## src/rtl/cheshire_rst_seq_pkg.sv

```systemverilog
// Shared types for the FPGA reset/boot sequencer; ILA decode and the bench use the same state enum.
// Latency: n/a (types and helper function only).
// Backpressure: n/a.
package cheshire_rst_seq_pkg;

  typedef enum logic [2:0] {
    WAIT_LOCK  = 3'd0,
    DDR_RST    = 3'd1,
    WAIT_CALIB = 3'd2,
    SOC_HOLD   = 3'd3,
    RUN        = 3'd4
  } rst_seq_state_e;

  // Larger of two cycle counts, used to size the shared phase counter.
  function automatic int unsigned max_u(input int unsigned a, input int unsigned b);
    return (a > b) ? a : b;
  endfunction

endpackage

```

## src/rtl/cheshire_rst_seq_debounce.sv

```systemverilog
// Debounces a synchronized level; emits a one-cycle pulse on each accepted rising edge.
// Latency: Cycles cycles of stable input before q_o follows; rise_o coincides with q_o rising.
// Backpressure: none; level in, level/pulse out.
module cheshire_rst_seq_debounce #(
  parameter int unsigned Cycles = 50000
) (
  input  logic clk_i,
  input  logic rst_ni,
  input  logic d_i,
  output logic q_o,
  output logic rise_o
);

  localparam int unsigned CntW = $clog2(Cycles) + 1;
  localparam logic [CntW-1:0] CntLast = CntW'(Cycles - 1);

  logic            level_d, level_q;
  logic            rise_d, rise_q;
  logic [CntW-1:0] cnt_d, cnt_q;

  // Count consecutive cycles the input disagrees with the accepted level; accept on the last one.
  always_comb begin
    level_d = level_q;
    rise_d  = 1'b0;
    cnt_d   = '0;
    if (d_i != level_q) begin
      if (cnt_q == CntLast) begin
        level_d = d_i;
        rise_d  = d_i;
      end else begin
        cnt_d = cnt_q + CntW'(1);
      end
    end
  end

  // State registers with synchronous active-low reset.
  always_ff @(posedge clk_i) begin
    if (!rst_ni) begin
      level_q <= 1'b0;
      rise_q  <= 1'b0;
      cnt_q   <= '0;
    end else begin
      level_q <= level_d;
      rise_q  <= rise_d;
      cnt_q   <= cnt_d;
    end
  end

  assign q_o    = level_q;
  assign rise_o = rise_q;

endmodule

```

## src/rtl/cheshire_rst_seq.sv

```systemverilog
// Reset/boot sequencer: clock lock -> DRAM reset -> calibration (with retry) -> SoC hold -> run.
// Latency: 2-cycle synchronizers on async inputs, then one edge for the FSM to react.
// Backpressure: none; all inputs are levels, restarts take effect on the next edge.
module cheshire_rst_seq
  import cheshire_rst_seq_pkg::*;
#(
  parameter bit          UseDdr         = 1'b1,
  parameter int unsigned DebounceCycles = 50000,
  parameter int unsigned HoldCycles     = 1024,
  parameter int unsigned CalibTimeout   = 2**24
) (
  input  logic       clk_i,
  input  logic       rst_ni,
  input  logic       btn_rst_i,
  input  logic       vio_rst_i,
  input  logic       clk_locked_i,
  input  logic       ddr_calib_done_i,
  input  logic       test_mode_i,
  input  logic [1:0] boot_mode_i,
  output logic       soc_rst_no,
  output logic       ddr_rst_o,
  output logic [1:0] boot_mode_o,
  output logic       calib_err_o,
  output logic [2:0] state_o
);

  localparam int unsigned CntW = $clog2(max_u(HoldCycles, CalibTimeout)) + 1;
  localparam logic [CntW-1:0] HoldLast  = CntW'(HoldCycles - 1);
  localparam logic [CntW-1:0] CalibLast = CntW'(CalibTimeout - 1);
  localparam logic [CntW-1:0] CntMax    = '1;

  // Synchronizer bit order: {boot_mode[1:0], calib_done, locked, button}.
  logic [4:0] sync1_d, sync1_q, sync2_d, sync2_q;
  logic       btn_s, lock_s, calib_s;
  logic [1:0] boot_s;
  logic       press;

  rst_seq_state_e  state_d, state_q;
  logic [CntW-1:0] cnt_d, cnt_q;
  logic            err_d, err_q;
  logic [1:0]      boot_d, boot_q;
  logic            restart;
  rst_seq_state_e  entry_state;

  // Two-stage synchronizer shift for all asynchronous inputs.
  always_comb begin
    sync1_d = {boot_mode_i, ddr_calib_done_i, clk_locked_i, btn_rst_i};
    sync2_d = sync1_q;
  end

  assign btn_s   = sync2_q[0];
  assign lock_s  = sync2_q[1];
  assign calib_s = sync2_q[2];
  assign boot_s  = sync2_q[4:3];

  cheshire_rst_seq_debounce #(
    .Cycles (DebounceCycles)
  ) i_debounce (
    .clk_i  (clk_i),
    .rst_ni (rst_ni),
    .d_i    (btn_s),
    .q_o    (),
    .rise_o (press)
  );

  assign entry_state = UseDdr ? DDR_RST : SOC_HOLD;

  // Next state: phase transitions, then restart events override (lock loss before press/VIO).
  always_comb begin
    state_d = state_q;
    err_d   = err_q;
    boot_d  = boot_q;
    restart = 1'b0;
    case (state_q)
      WAIT_LOCK:  if (lock_s) state_d = entry_state;
      DDR_RST:    if (cnt_q == HoldLast) state_d = WAIT_CALIB;
      WAIT_CALIB: begin
        if (calib_s) begin
          state_d = SOC_HOLD;
        end else if (cnt_q == CalibLast) begin
          state_d = DDR_RST;
          err_d   = 1'b1;
        end
      end
      SOC_HOLD: begin
        if (cnt_q == HoldLast) begin
          state_d = RUN;
          boot_d  = boot_s;
        end
      end
      RUN:        ;
      default:    state_d = WAIT_LOCK;
    endcase
    if (state_q != WAIT_LOCK) begin
      if (!lock_s) begin
        state_d = WAIT_LOCK;
        restart = 1'b1;
      end else if (press || vio_rst_i) begin
        state_d = entry_state;
        restart = 1'b1;
      end
      // A restart pre-empts whatever phase transition was pending this cycle.
      if (restart) begin
        err_d  = err_q;
        boot_d = boot_q;
      end
    end
    if (restart || (state_d != state_q)) begin
      cnt_d = '0;
    end else if (cnt_q == CntMax) begin
      cnt_d = cnt_q;
    end else begin
      cnt_d = cnt_q + CntW'(1);
    end
  end

  // Sequencer and synchronizer registers with synchronous active-low reset.
  always_ff @(posedge clk_i) begin
    if (!rst_ni) begin
      sync1_q <= '0;
      sync2_q <= '0;
      state_q <= WAIT_LOCK;
      cnt_q   <= '0;
      err_q   <= 1'b0;
      boot_q  <= 2'b00;
    end else begin
      sync1_q <= sync1_d;
      sync2_q <= sync2_d;
      state_q <= state_d;
      cnt_q   <= cnt_d;
      err_q   <= err_d;
      boot_q  <= boot_d;
    end
  end

  // Test mode hands SoC reset straight to the global reset for scan.
  assign soc_rst_no  = test_mode_i ? rst_ni : (state_q == RUN);
  assign ddr_rst_o   = UseDdr && ((state_q == WAIT_LOCK) || (state_q == DDR_RST));
  assign boot_mode_o = boot_q;
  assign calib_err_o = err_q;
  assign state_o     = state_q;

endmodule

```

## config.mk

```make
export PLATFORM = sky130hd
export DESIGN_NAME = cheshire_rst_seq
export DESIGN_NICKNAME = d
export VERILOG_FILES = /design/src/rtl/cheshire_rst_seq_pkg.sv /design/src/rtl/cheshire_rst_seq_debounce.sv /design/src/rtl/cheshire_rst_seq.sv
export SDC_FILE = /design/constraint.sdc
export NUM_CORES = 1
export LEC_CHECK = 0
export CORE_AREA = 2 2 74 76
export CTS_BUF_LIST = sky130_fd_sc_hd__clkbuf_8
export DETAILED_ROUTE_END_ITERATION = 7
export DIE_AREA = 0 0 76 78
export HOLD_SLACK_MARGIN = 0.05
export PLACE_DENSITY = 0.73
export REMOVE_ABC_BUFFERS = 1
export SLEW_MARGIN = 0
export SYNTH_ARGS = -nofsm -noshare
export SYNTH_HDL_FRONTEND = slang
export SYNTH_SLANG_ARGS = --single-unit
```

## constraint.sdc

```tcl
create_clock -name clk_i -period 6.1 [get_ports clk_i]
set_input_delay 0.61 -clock clk_i [delete_from_list [all_inputs] [get_ports clk_i]]
set_output_delay 0.61 -clock clk_i [all_outputs]
set_load 0.02 [all_outputs]
```

Yosys cells after proc, flatten, opt, wreduce, memory -nomap -nowiden
Cells that the tools add are included.
- add/subtract/negate cells: 2
- equality and inequality tests: 11
- muxes and demuxes: 23
- bitwise operators: 2
- reductions and logical operators: 9
- operator list (operator ; count):
    adder 25 x 1 -> 25 bit (second input constant) ; 1
    equality test 25 x 10 -> 1 bit (second input constant) ; 1
    equality test 25 x 24 -> 1 bit (second input constant) ; 1
    equality test 25 bit (second input constant) ; 1
    2-to-1 mux 3 bit ; 8
    adder 17 x 1 -> 17 bit (second input constant) ; 1
    equality test 17 x 16 -> 1 bit (second input constant) ; 1
    case mux 3 bit (5 select lines) ; 1
    2-to-1 mux 1 bit ; 10
    2-to-1 mux 2 bit ; 4
    equality test 3 x 2 -> 1 bit (second input constant) ; 2
    equality test 3 x 1 -> 1 bit (second input constant) ; 1
    equality test 3 bit (second input constant) ; 1
    zero test 3 bit ; 1
    logical OR 1 bit ; 3
    inequality test 3 bit ; 1
    AND reduction 3 bit ; 1
    nonzero test 3 bit ; 1
    OR reduction 3 bit ; 1
    inequality test 2 bit (second input constant) ; 1
    inverter 1 bit ; 2
    AND reduction 2 bit ; 1
    OR reduction 2 bit ; 1
    inequality test 1 bit ; 1
- bits in registers: 60
- input port bits: 9
- word-level logic and storage cells: 56

Longest topological paths before layout
- depth in word-level cells: 10
- depth in mapped cells: 8

By module
Synthesis repeated with hierarchy kept, for this count alone.
- cell total of the unflattened synthesis: 313
- area total of the unflattened synthesis: 2760.1 um^2
- by module, submodules not included (module ; instances ; cells an instance ; area an instance (um^2) ; sequential area each (um^2)):
    cheshire_rst_seq ; 1 ; 218 ; 1915.6 ; 820.8
    cheshire_rst_seq_debounce ; 1 ; 95 ; 844.6 ; 380.4

Worst setup path before layout
Ideal clock, no wire load.
- path kind: register to register
- from: register cnt_q[0]
- to: register cnt_q[20]
- library setup time: 0.070 ns
- arrival: 2.116 ns
- setup slack: 3.914 ns
- cell stages (with the launch flop): 8
- path buffers: 1
- cell sequence: dfxtp_1 -> ha_1 -> nand4_4 -> or3_1 -> buf_6 -> or3_1 -> or4_1 -> a21oi_1
- longest elaborated chain between the ends: 10
- elaborated cells on any way between the ends: 15
- those cells by class: 1 x add/sub; 4 x eq/ne; 8 x mux; 2 x reduce/logical
- ends and longest elaborated chain (item ; RTL line ; text):
    start: declaration ; cheshire_rst_seq.sv:39 ; logic [CntW-1:0] cnt_d, cnt_q;
    start signal: assignment ; cheshire_rst_seq.sv:130 ; cnt_q <= cnt_d;
    equality test 25 x 24 -> 1 bit ; cheshire_rst_seq.sv:80 ; end else if (cnt_q == CalibLast) begin
    2-to-1 mux 3 bit ; cheshire_rst_seq.sv:80 ;
    2-to-1 mux 3 bit ; cheshire_rst_seq.sv:78 ; if (calib_s) begin
    case mux 3 bit (5 select lines) ; cheshire_rst_seq.sv:74 ; case (state_q)
    2-to-1 mux 3 bit ; cheshire_rst_seq.sv:98 ; end else if (press || vio_rst_i) begin
    2-to-1 mux 3 bit ; cheshire_rst_seq.sv:95 ; if (!lock_s) begin
    2-to-1 mux 3 bit ; cheshire_rst_seq.sv:94 ; if (state_q != WAIT_LOCK) begin
    inequality test 3 bit ; cheshire_rst_seq.sv:108 ; if (restart || (state_d != state_q)) begin
    logical OR 1 bit ; cheshire_rst_seq.sv:108 ;
    OR reduction 2 bit (no source line) ; -- ;
Parallel ways exist; a longest one is shown, timed or not.
A chain may end at the register's enable or synchronous reset.

Final worst setup path
- from: register cnt_q[0]
- to: register cnt_q[2]
The elaborated chain is that of the path after synthesis.

==> impl_results.md <==
* Placement Rows at 26
* Proportion of layout cells with a drive suffix above 1 at 6.21%
* Final Wtd Congestion at just over 0.8
* Core box area at between 5000 and 6000 um^2
* Highest clock frequency the design can meet at 344 MHz
* Clock root buffer: clkbuf_8
* Critical-path maximum fanout at 25
* Headroom to the max-slew limit at between 20% and 30%
* HP Class: register to register
* Global-route wire length before repair at between 9000 and 10,000 um
* Type of the worst setup path: register to register
* Final-report hold violation count at 0
* Global router's overall resource usage at between 10% and 20%
* MaxCap Viol Count at 0
* PortBufs at 16
* Clock-pin slew of the registers on the worst-case setup and hold paths at roughly 60 ps
* Final core utilization at 61.6%
* Maximum buffer depth of the clock tree at 2
* Maximum vdd drop at between 0.00015 and 0.0002 V
* Filler cells at between 400 and 500
* Slew at the pin closest to its max-slew limit at approximately 1100 ps
* Number of antenna violations at the first check in global routing at 0
* WP data arrival at approximately 3000 ps
* Post-detailed-route wirelength per cell at approximately 13 um
* Die Y-Extent at slightly below 80 um
* Violation count after the first detailed-route iteration at between 150 and 200
* Synth unique cells at 42
* Setup TNS at 0 ps
* Net count of the finished layout at 346
* Skew final at roughly 7.6 ps
* Worst-Skew Late Latency at 340 ps
* Sequential cell area fraction in the yosys report at ~44%
* Outcome: complete, no violations
* Overflow after GRT at 0
* Post-CTS setup-driven buffer insertion count at 0
* Synth Cell Area at 2730 um^2
* Post-layout total power at around 0.00072 W
* Post-route DRC at 0
* Number of I/O pins at 17
* # diodes at 0
* Element type at the critical path start: register
* Share of synthesized registers carrying an async set or reset at 0%
* Primary FF master, synth: dfxtp_1
* Gates resized, CTS repair at 0
* Setup repair after global routing missed its margin: false
* Type of element capturing the critical path: register
* Mean area per synthesized cell at around 8.7 um^2
* Area growth from synthesis to final layout at 13.7%
* Leak pwr at 1.02 nW
* Initial core utilization at a little over half
* Number of slew-limit violations in the final report at 0
* Flip-flop and latch count after synthesis at 60
* Number of enable flip-flop cells after synthesis at 0
* Standard cell area after detailed placement at 2950 um^2
* Largest cells by area after synthesis: dfxtp_1 (44%), nor2_1 (6.0%), xnor2_1 (5.1%)
* Number of warnings printed during yosys synthesis at 0
* DIE WIDTH at roughly 76 um
* Time the final worst path needs with I/O delays and setup at a little under 3000 ps
* Startpoint of the worst-slack reg-to-reg timing path: cnt_q[0]$_SDFFE_PP0P_
* Final count of negative-setup-slack endpoints at 0
* CTS tree: yes
* Depth of the CTS H-tree at 3
* Hold Crit Start: sync1_q[0]$_SDFF_PN0_
* Via count at 2,306
* Power density over cell area at approximately 230 nW/um^2
* Via count of the first global-routing pass at between 2,000 and 2,500
* Routed wire length at 5220 um
* Gate count of the mapped netlist at 314
* Source of the critical timing path: cnt_q[0]$_SDFFE_PP0P_
* Most common cell after layout, fill and taps aside: dfxtp_1
* Total die area at 5930 um^2
* Footprint of the multi-input gates at about 1500 um^2
* Count of antenna-violating nets left after detailed routing at 0
* Vias/cell at around 5.7
* DP Wirelength at roughly 3600 um
* TritonCTS Sinks at 60
* Commonest cells after routing, fill and taps aside: dfxtp_1 (60), nor2_1 (44), nand2_1 (29), nand3_1 (18)
* Hold buffer count at CTS at 0
* Post-synth top area cell: dfxtp_1
* Synth top area share at 44.0%
* CP required at ~6300 ps
* Final clock period utilization by the worst path at between 40% and 50%
* Clock buffer count from CTS at 9
* Sequential cell area at around 1200 um^2
* Router iterations before antenna repair at 6
* Largest net degree at the start of global routing at 26
* Final standard cell area without fillers at 3100 um^2
[layout make-up]
| type | count | area share [%] |
|---|---|---|
| Sequential cell | 60 | 38.7 |
| Tap cell | 70 | 2.82 |
| Multi-Input combinational cell | 240 | 47.2 |
| Clock buffer | 10 | 4.43 |
| Inverter | 7 | 0.846 |
| Timing Repair Buffer | 17 | 5.40 |
| Clock inverter | 4 | 0.605 |
[final timing paths]
path / to / slack, ps / cells after the start
worst max-delay path: cnt_q[2]$_SDFFE_PP0P_ / 3190 / 6
worst min-delay path: sync2_q[0]$_SDFF_PN0_ / 430 / 1
worst max register to register: cnt_q[2]$_SDFFE_PP0P_ / 3190 / 6
worst min register to register: sync2_q[0]$_SDFF_PN0_ / 430 / 1
[critical path: stages (launching register included)]
cell and delay [ps]:
dfxtp_1 400, ha_1 300, nand4_4 170, nor3_1 620
a31oi_1 250, o211ai_2 880, nor2_1 130
[stage by stage]
stage	std cells	hold WS [ps]	worst slack, ps
after CTS	408	437	3210
after global placement	394	413	3360
final	408	433	3190
after detailed placement	394	423	3240
after global routing	408	451	2940
after floorplan	307	412	3780
[Yosys cell counts, types with 3 or more instances]
cell       n
and2_1    10
nor2_1    44
dfxtp_1   60
or4_1      5
inv_1      7
nor4_1    12
nand3_1   18
nor3_1     6
nand2b_1   3
nand4_1    8
o21ai_0   10
and3_1     5
mux2i_1    5
a21oi_1   10
a31oi_1    5
xor2_1    15
and4_1     5
nand2_1   29
or3_1     10
xnor2_1   16
o31ai_1    3
buf_2      4
[registers in the layout, summed over array words and instances (netlist names)]
| signal | cells |
|---|---|
| i_debounce.q_o | 1 |
| boot_mode_o | 2 |
| cnt_q | 25 |
| state_o | 3 |
| sync1_q | 5 |
| sync2_q | 5 |
| i_debounce.cnt_q | 17 |
| i_debounce.rise_o | 1 |
| calib_err_o | 1 |
[cell families (layout without fill, tap and decap cells)]
group | Yosys count | after routing | synth area share [%]
flops | 60 | 60 | 44.0
xor+xnor | 31 | 31 | 9.94
mux | 6 | 6 | 2.24
fa+ha+maj | 2 | 2 | 0.916
compound gates | 36 | 36 | 8.38
simple gates | 165 | 165 | 32.2
buf+inv | 14 | 38 | 2.38
[metal layers]
metal  part of all wire [%]  GRT usage [%]
met1                     48           23.5
met2                     46           31.3
met3                    3.3           4.07
met4                    2.6           11.1
met5                      0              0
[report_power, final]
| group | switching (W) | leakage, nW | internal, W |
|---|---|---|---|
| clock network | 0.000145 | 0.0890 | 0.000150 |
| registers | 0.00000394 | 0.486 | 0.000397 |
| logic | 0.0000132 | 0.443 | 0.0000116 |
| total | 0.000163 | 1.02 | 0.000559 |
Note: power is estimated with default switching activity, not from simulation.
